**src/rtl/i_fill_pkg.sv**
```systemverilog
// Shared definitions for the instruction-cache line fill controller:
// default geometry, legal instruction address window, burst timeout and
// the FSM state encoding.
package i_fill_pkg;

    localparam int unsigned DEF_LINE_WORDS = 16;
    localparam logic [31:0] DEF_IMEM_BASE  = 32'h0001_0000;
    localparam logic [31:0] DEF_IMEM_LIMIT = 32'h0001_01FF;
    localparam int unsigned DEF_TIMEOUT    = 255;

    typedef enum logic [2:0] {
        ST_IDLE  = 3'd0,
        ST_REQ   = 3'd1,
        ST_BURST = 3'd2,
        ST_WRITE = 3'd3,
        ST_HOLD  = 3'd4,
        ST_ERR   = 3'd5
    } fill_state_e;

    // Inclusive window check used for the miss address.
    function automatic logic addr_in_range(input logic [31:0] addr,
                                           input logic [31:0] lo,
                                           input logic [31:0] hi);
        return (addr >= lo) && (addr <= hi);
    endfunction

endpackage

```
**src/rtl/i_fill_ctrl_if.sv**
```systemverilog
// Bundle of the cache-side and memory-side signals of the fill controller.
//
// Handshakes:
//   - miss_req is a level held by the cache until it sees line_wr_en.
//   - mem_rd_req/mem_rd_addr are held stable until the cycle in which
//     mem_rd_gnt is high; that cycle completes the request.
//   - mem_rd_valid marks one burst beat per cycle, in address order; there
//     is no backpressure, the controller takes every beat it is offered.
//   - line_wr_en is a one-cycle strobe; line_addr/line_data are only
//     meaningful while it is high.
interface i_fill_ctrl_if
    import i_fill_pkg::*;
#(
    parameter int unsigned LINE_WORDS = DEF_LINE_WORDS
);
    logic                         miss_req;
    logic [31:0]                  miss_addr;
    logic [LINE_WORDS-1:0][31:0]  line_data;
    logic [31:0]                  line_addr;
    logic                         line_wr_en;
    logic                         fill_busy;
    logic                         fill_err;
    logic                         mem_rd_req;
    logic [31:0]                  mem_rd_addr;
    logic                         mem_rd_gnt;
    logic                         mem_rd_valid;
    logic [31:0]                  mem_rd_data;

    // Controller side.
    modport slave (
        input  miss_req, miss_addr, mem_rd_gnt, mem_rd_valid, mem_rd_data,
        output line_data, line_addr, line_wr_en, fill_busy, fill_err,
               mem_rd_req, mem_rd_addr
    );

    // Cache/memory side.
    modport master (
        output miss_req, miss_addr, mem_rd_gnt, mem_rd_valid, mem_rd_data,
        input  line_data, line_addr, line_wr_en, fill_busy, fill_err,
               mem_rd_req, mem_rd_addr
    );

endinterface

```
**src/rtl/i_line_buf.sv**
```systemverilog
// Beat buffer for one cache line: one write port indexed by beat number and
// a parallel read-out. The read-out forwards the word being written so the
// final beat is visible in the same cycle it arrives.
module i_line_buf
    import i_fill_pkg::*;
#(
    parameter int unsigned LINE_WORDS = DEF_LINE_WORDS
) (
    input  logic                          clk,
    input  logic                          rst,
    input  logic                          wr_en_i,
    input  logic [$clog2(LINE_WORDS)-1:0] wr_idx_i,
    input  logic [31:0]                   wr_data_i,
    output logic [LINE_WORDS-1:0][31:0]   rd_line_o
);

    logic [LINE_WORDS-1:0][31:0] mem_q;

    // Store one beat per write strobe.
    always_ff @(posedge clk or posedge rst) begin
        if (rst) begin
            mem_q <= '0;
        end else if (wr_en_i) begin
            mem_q[wr_idx_i] <= wr_data_i;
        end
    end

    // Parallel read-out with write-through of the current beat.
    always_comb begin
        rd_line_o = mem_q;
        if (wr_en_i) begin
            rd_line_o[wr_idx_i] = wr_data_i;
        end
    end

endmodule

```
**src/rtl/i_fill_ctrl.sv**
```systemverilog
// Instruction-cache line fill controller. On a miss inside the legal
// instruction window it issues one burst read for the aligned line,
// collects LINE_WORDS beats, writes the line to the cache with a single
// strobe, then waits one cycle so the cache can mark the line valid.
// Out-of-range misses and stalled bursts park the block in a sticky error
// state until reset.
module i_fill_ctrl
    import i_fill_pkg::*;
#(
    parameter int unsigned LINE_WORDS = DEF_LINE_WORDS,
    parameter logic [31:0] IMEM_BASE  = DEF_IMEM_BASE,
    parameter logic [31:0] IMEM_LIMIT = DEF_IMEM_LIMIT,
    parameter int unsigned TIMEOUT    = DEF_TIMEOUT
) (
    input  logic           clk,
    input  logic           rst,
    i_fill_ctrl_if.slave   bus,
    output logic [2:0]     dbg_state_o
);

    localparam int unsigned BEAT_W = $clog2(LINE_WORDS);
    localparam int unsigned IDLE_W = $clog2(TIMEOUT + 1);

    localparam logic [2:0] S_IDLE  = ST_IDLE;
    localparam logic [2:0] S_REQ   = ST_REQ;
    localparam logic [2:0] S_BURST = ST_BURST;
    localparam logic [2:0] S_WRITE = ST_WRITE;
    localparam logic [2:0] S_HOLD  = ST_HOLD;
    localparam logic [2:0] S_ERR   = ST_ERR;

    localparam logic [BEAT_W-1:0] LAST_BEAT = BEAT_W'(LINE_WORDS - 1);
    // Idle count seen in the last silent cycle before the fault fires.
    localparam logic [IDLE_W-1:0] IDLE_LAST = IDLE_W'(TIMEOUT - 1);

    logic [2:0]                  state_q, state_d;
    logic [31:0]                 base_q, base_d;
    logic [BEAT_W-1:0]           beat_q, beat_d;
    logic [IDLE_W-1:0]           idle_q, idle_d;
    logic [31:0]                 line_addr_q;
    logic [LINE_WORDS-1:0][31:0] line_data_q;
    logic                        buf_we;
    logic                        load_line;
    logic [LINE_WORDS-1:0][31:0] buf_line;
    logic                        addr_ok;
    logic [31:0]                 miss_base;

    assign addr_ok   = addr_in_range(bus.miss_addr, IMEM_BASE, IMEM_LIMIT);
    assign miss_base = {bus.miss_addr[31:BEAT_W], {BEAT_W{1'b0}}};

    i_line_buf #(
        .LINE_WORDS (LINE_WORDS)
    ) u_line_buf (
        .clk       (clk),
        .rst       (rst),
        .wr_en_i   (buf_we),
        .wr_idx_i  (beat_q),
        .wr_data_i (bus.mem_rd_data),
        .rd_line_o (buf_line)
    );

    // Next-state logic: FSM, beat counter, idle watchdog and base latch.
    always_comb begin
        state_d   = state_q;
        base_d    = base_q;
        beat_d    = beat_q;
        idle_d    = idle_q;
        buf_we    = 1'b0;
        load_line = 1'b0;
        case (state_q)
            S_IDLE: begin
                if (bus.miss_req) begin
                    if (addr_ok) begin
                        base_d  = miss_base;
                        state_d = S_REQ;
                    end else begin
                        state_d = S_ERR;
                    end
                end
            end
            S_REQ: begin
                if (bus.mem_rd_gnt) begin
                    beat_d  = '0;
                    idle_d  = '0;
                    state_d = S_BURST;
                end
            end
            S_BURST: begin
                // A beat always wins over the watchdog, even on its last cycle.
                if (bus.mem_rd_valid) begin
                    buf_we = 1'b1;
                    idle_d = '0;
                    beat_d = beat_q + 1'b1;
                    if (beat_q == LAST_BEAT) begin
                        load_line = 1'b1;
                        state_d   = S_WRITE;
                    end
                end else if (idle_q == IDLE_LAST) begin
                    state_d = S_ERR;
                end else begin
                    idle_d = idle_q + 1'b1;
                end
            end
            S_WRITE: state_d = S_HOLD;
            S_HOLD:  state_d = S_IDLE;
            S_ERR:   state_d = S_ERR;
            default: state_d = S_IDLE;
        endcase
    end

    // Control state registers.
    always_ff @(posedge clk or posedge rst) begin
        if (rst) begin
            state_q <= S_IDLE;
            base_q  <= '0;
            beat_q  <= '0;
            idle_q  <= '0;
        end else begin
            state_q <= state_d;
            base_q  <= base_d;
            beat_q  <= beat_d;
            idle_q  <= idle_d;
        end
    end

    // Line output registers: loaded on the final beat so they hold steady
    // while the next burst refills the beat buffer.
    always_ff @(posedge clk or posedge rst) begin
        if (rst) begin
            line_addr_q <= '0;
            line_data_q <= '0;
        end else if (load_line) begin
            line_addr_q <= base_q;
            line_data_q <= buf_line;
        end
    end

    assign bus.mem_rd_req  = (state_q == S_REQ);
    assign bus.mem_rd_addr = base_q;
    assign bus.line_wr_en  = (state_q == S_WRITE);
    assign bus.line_addr   = line_addr_q;
    assign bus.line_data   = line_data_q;
    assign bus.fill_busy   = (state_q != S_IDLE) && (state_q != S_ERR);
    assign bus.fill_err    = (state_q == S_ERR);
    assign dbg_state_o     = state_q;

endmodule

```
**src/flat_wrapper.sv**
```systemverilog
// flat-port wrapper written by rule: the top's interface ports become plain ports
module i_fill_ctrl_flat import i_fill_pkg::*;
#(
    parameter int unsigned LINE_WORDS = DEF_LINE_WORDS,
    parameter logic [31:0] IMEM_BASE  = DEF_IMEM_BASE,
    parameter logic [31:0] IMEM_LIMIT = DEF_IMEM_LIMIT,
    parameter int unsigned TIMEOUT    = DEF_TIMEOUT
)
  (clk, rst, dbg_state_o, bus_miss_req, bus_miss_addr, bus_mem_rd_gnt, bus_mem_rd_valid, bus_mem_rd_data, bus_line_data, bus_line_addr, bus_line_wr_en, bus_fill_busy, bus_fill_err, bus_mem_rd_req, bus_mem_rd_addr);
  i_fill_ctrl_if #(.LINE_WORDS(LINE_WORDS)) bus_i ();
  input  logic clk;
  input  logic rst;
  output logic [2:0] dbg_state_o;
  input wire logic [$bits(bus_i.miss_req)-1:0] bus_miss_req;
  input wire logic [$bits(bus_i.miss_addr)-1:0] bus_miss_addr;
  input wire logic [$bits(bus_i.mem_rd_gnt)-1:0] bus_mem_rd_gnt;
  input wire logic [$bits(bus_i.mem_rd_valid)-1:0] bus_mem_rd_valid;
  input wire logic [$bits(bus_i.mem_rd_data)-1:0] bus_mem_rd_data;
  output wire logic [$bits(bus_i.line_data)-1:0] bus_line_data;
  output wire logic [$bits(bus_i.line_addr)-1:0] bus_line_addr;
  output wire logic [$bits(bus_i.line_wr_en)-1:0] bus_line_wr_en;
  output wire logic [$bits(bus_i.fill_busy)-1:0] bus_fill_busy;
  output wire logic [$bits(bus_i.fill_err)-1:0] bus_fill_err;
  output wire logic [$bits(bus_i.mem_rd_req)-1:0] bus_mem_rd_req;
  output wire logic [$bits(bus_i.mem_rd_addr)-1:0] bus_mem_rd_addr;
  assign bus_i.miss_req = bus_miss_req;
  assign bus_i.miss_addr = bus_miss_addr;
  assign bus_i.mem_rd_gnt = bus_mem_rd_gnt;
  assign bus_i.mem_rd_valid = bus_mem_rd_valid;
  assign bus_i.mem_rd_data = bus_mem_rd_data;
  assign bus_line_data = bus_i.line_data;
  assign bus_line_addr = bus_i.line_addr;
  assign bus_line_wr_en = bus_i.line_wr_en;
  assign bus_fill_busy = bus_i.fill_busy;
  assign bus_fill_err = bus_i.fill_err;
  assign bus_mem_rd_req = bus_i.mem_rd_req;
  assign bus_mem_rd_addr = bus_i.mem_rd_addr;
  i_fill_ctrl #(.LINE_WORDS(LINE_WORDS), .IMEM_BASE(IMEM_BASE), .IMEM_LIMIT(IMEM_LIMIT), .TIMEOUT(TIMEOUT)) u_core (.clk(clk), .rst(rst), .bus(bus_i), .dbg_state_o(dbg_state_o));
endmodule
```
**config.mk**
```make
export PLATFORM = sky130hd
export DESIGN_NAME = i_fill_ctrl_flat
export DESIGN_NICKNAME = d
export VERILOG_FILES = /design/src/rtl/i_fill_pkg.sv /design/src/rtl/i_fill_ctrl_if.sv /design/src/rtl/i_line_buf.sv /design/src/rtl/i_fill_ctrl.sv /design/src/flat_wrapper.sv
export SDC_FILE = /design/constraint.sdc
export NUM_CORES = 2
export LEC_CHECK = 0
export ABC_AREA = 1
export BUFFER_PORTS_ARGS = -buffer_cell sky130_fd_sc_hd__buf_2
export CAP_MARGIN = 20
export CORE_UTILIZATION = 25
export DETAILED_ROUTE_END_ITERATION = 10
export GPL_TIMING_DRIVEN = 0
export PLACE_DENSITY = 0.5
export SYNTH_ARGS = -nofsm -noshare
export SYNTH_HDL_FRONTEND = slang
export SYNTH_SLANG_ARGS = --single-unit
```
**constraint.sdc**
```tcl
create_clock -name clk -period 44.5 [get_ports clk]
set_input_delay 4.45 -clock clk [delete_from_list [all_inputs] [get_ports clk]]
set_output_delay 4.45 -clock clk [all_outputs]
set_load 0.03 [all_outputs]
```
==> results.json <==
{
  "ios": 652,
  "start_kind": "flop",
  "synthMuxAreaShare_pct": 0,
  "grt_pass1_vias": 35086,
  "syn_area_um2": 41900,
  "worstRegToRegCells": 12,
  "worstSetupPathType": "flop to primary output",
  "hold_viol_final": 0,
  "num_vias": 35603,
  "cp.arrival_ns": 1.91,
  "numCtsBuffers": 120,
  "hold_ws_ns": 0.466,
  "hold_path_end": "u_core.u_line_buf.mem_q[25]",
  "antenna_found_initial": 12,
  "core_um2": 166000,
  "maxCapViolCount": 0,
  "detail_route.vias_per_cell": 4.54,
  "worst_hold_path_type": "flop to flop",
  "hp-start": "u_core.u_line_buf.mem_q[25]",
  "finalSetupTns_ns": 0,
  "syn_avg_cell_area_um2": 8.80,
  "fill_cells": 17559,
  "p_leak_nw": 29.9,
  "crit_path_end_kind": "primary output",
  "place_hpwl_mm": 128,
  "start_util_pct": 25.3,
  "drt_drc_violations_left": 0,
  "drtIter0Drc": 3183,
  "port_buffers": 639,
  "clkSinkCount": 1063,
  "cp_cell_sequence": "inv_1, nand2_1, nor2_1, inv_1, nand2_1, inv_1, buf_2",
  "yosysSeqAreaShare_pct": 63.5,
  "crit_required_ns": 40.05,
  "min_path_cells": 2,
  "grt_pass1_wl_mm": 254,
  "slowest_delay_ns": 0.45,
  "yosysWarnings": 0,
  "area_growth_pct": 25.3,
  "p_per_area_nw_per_um2": 47.0,
  "timing.rr.end": "u_core.bus.line_data[351]",
  "reg2reg_from": "u_core.dbg_state_o[2]",
  "synth_top_family_by_area": "simple AND/OR/NAND/NOR gates",
  "cts-root-buf": "clkbuf_16",
  "ant_nets": 0,
  "clk_latency_ns": 0.75,
  "setup_viol": 0,
  "drt-total-wl_mm": 179,
  "die_height_um": 411,
  "worstMarginPinSlew_ns": 1.20,
  "timing.final.crit_share_pct": 14.3,
  "ctsResizeCount": 0,
  "dp_slack_ns": 37.31,
  "syn_inst": 4765,
  "critPathMaxFanout": 4,
  "path_buf_inv": 4,
  "worst_slack_ns": 38.14,
  "p_total_mw": 2.47,
  "routedWlPerCell_um": 22.8,
  "track_usage_pct": 20.8,
  "ys_ff_latch": 1063,
  "skew_ns": 0.0372,
  "path_delay_family": "flip-flops",
  "r2r_setup_slack_ns": 41.17,
  "dieArea_um2": 169000,
  "synthAdderAreaFrac_pct": 0.179,
  "place.gp.congestion": 0.850,
  "dr.pass1.iters": 6,
  "rsz0062_at_grt": "no",
  "clk_pin_slew_worst_paths_ns": 0.06,
  "multi_input_area_um2": 13500,
  "grt_overflow": 0,
  "synth_cell_type_count": 24,
  "seq_area_um2": 26600,
  "grt_max_degree": 125,
  "fin_nets": 5626,
  "slew_headroom_pct": 20.1,
  "synth_compound_area_share_pct": 2.35,
  "crit_slowest_cell": "dfrtp_1",
  "synth-simple-area-share_pct": 29.7,
  "finalInstanceArea_um2": 52500,
  "cpMostUsedCell": "inv_1",
  "max_freq_mhz": 157,
  "period_needed_ns": 6.36,
  "cts_tree": "done",
  "ctsHoldBuffers": 0,
  "cts.path.max_buffers": 3,
  "place_area_um2": 48300,
  "drive_above_1_share_pct": 17.8,
  "peakVddDrop_mv": 0.0303,
  "status": "finished, final reports clean",
  "post_cts_buffers": 0,
  "synth-xor-area-share_pct": 0.0209,
  "maxSlewViolCount": 0,
  "cts-htree-levels": 3,
  "die_x_um": 411,
  "num_rows": 149
}
[metal layers]
| metal | vias to the layer above | routed length [um] | GRT usage, % |
|---|---|---|---|
| li1 | 16700 | - | - |
| met1 | 17561 | 78300 | 27.5 |
| met2 | 1134 | 84500 | 34.1 |
| met3 | 204 | 11900 | 4.55 |
| met4 | 4 | 4220 | 5.61 |
| met5 | - | 21 | 0 |
[sequential cells by signal, summed over array words and instances, names as in the netlist]
name and count:
u_core.bus.line_data 512, u_core.idle_q 8, u_core.beat_q 4, u_core.dbg_state_o 3, u_core.bus.mem_rd_addr 28, u_core.bus.line_addr 28, u_core.u_line_buf.mem_q 480
[report_power, final]
| part | switching, mW | leakage, nW | internal, mW |
|---|---|---|---|
| sequential | 0.0317 | 14.5 | 1.05 |
| combinational | 0.256 | 13.2 | 0.0786 |
| clock | 0.430 | 2.07 | 0.620 |
[cell families after synthesis]
kind of cell	after synthesis
fa+ha+maj	6
compound gates	196
simple gates	3057
flops	1063
xor+xnor	1
other cells	1
buf+inv	441
[layout by cell type, fill, tap and decap left out, drive strengths merged]
master,n
nand4,359
nor2,59
o21ai,192
inv,89
a21oi,2
xor2,1
clkbuf,408
ha,6
o21a,1
nand2,2612
bufinv,10
or2,2
dfrtp,1063
nor3,2
clkinvlp,3
conb,8
diode,5
clkinv,27
o21bai,1
nand3,23
buf,780
[worst max path at each step]
| stage | start | end | slack [ns] | depth (start not counted) |
|---|---|---|---|---|
| after floorplan | rst | u_core.beat_q[0] | 10.13 | 1 |
| after global placement | rst | u_core.bus.line_data[332] | -3.26 | 2 |
| after detailed placement | bus_mem_rd_valid | u_core.bus.line_data[63] | 37.31 | 10 |
| after CTS | u_core.dbg_state_o[1] | bus_fill_busy | 38.07 | 7 |
| after global routing | u_core.dbg_state_o[1] | bus_fill_busy | 38.01 | 7 |
| final | u_core.dbg_state_o[1] | bus_fill_busy | 38.14 | 7 |
[worst reg2reg max path: stages, from the launching register on]
cell and delay [ns]:
dfrtp_1 0.41, nor2_1 0.19, nand2_2 0.18, inv_2 0.16, nand2_1 0.19, nor2_4 0.56, inv_2 0.07, buf_4 0.25
buf_2 0.38, clkbuf_1 0.43, buf_8 0.27, nand2_1 0.07, nand2_1 0.05
[area by class of cell]
cell class              count  area share [%]
diodes                      5          0.0238
plain buffers             356            2.91
clock buffers             175            6.90
clock inverters            44            1.05
inverters                  85           0.622
multi-input cells        3268            25.8
flip-flops and latches   1063            50.7
well taps                2189            5.22
repair buffers            657            6.84
[cells in the mapped netlist (all sizes together)]
cell type,count,area [um^2]
nor3,2,10.0
o21a,1,7.51
clkbuf,233,875
xor2,1,8.76
ha,6,75.1
nor2,59,239
nand2,2612,9810
o21ai,192,961
dfrtp,1063,26600
or2,2,12.5
nand3,23,115
nand4,359,2250
buf,123,614
conb,1,3.75
inv,85,319
o21bai,1,7.51
a21oi,2,10.0
[per-stage QoR]
step,instances,util (%)
finish,7842,31.7
global route,7840,31.7
CTS,7837,31.7
detailed placement,7618,29.1
global placement,7600,28.9
floorplan,4772,-
No activity file was read; power rests on OpenSTA's default activity.
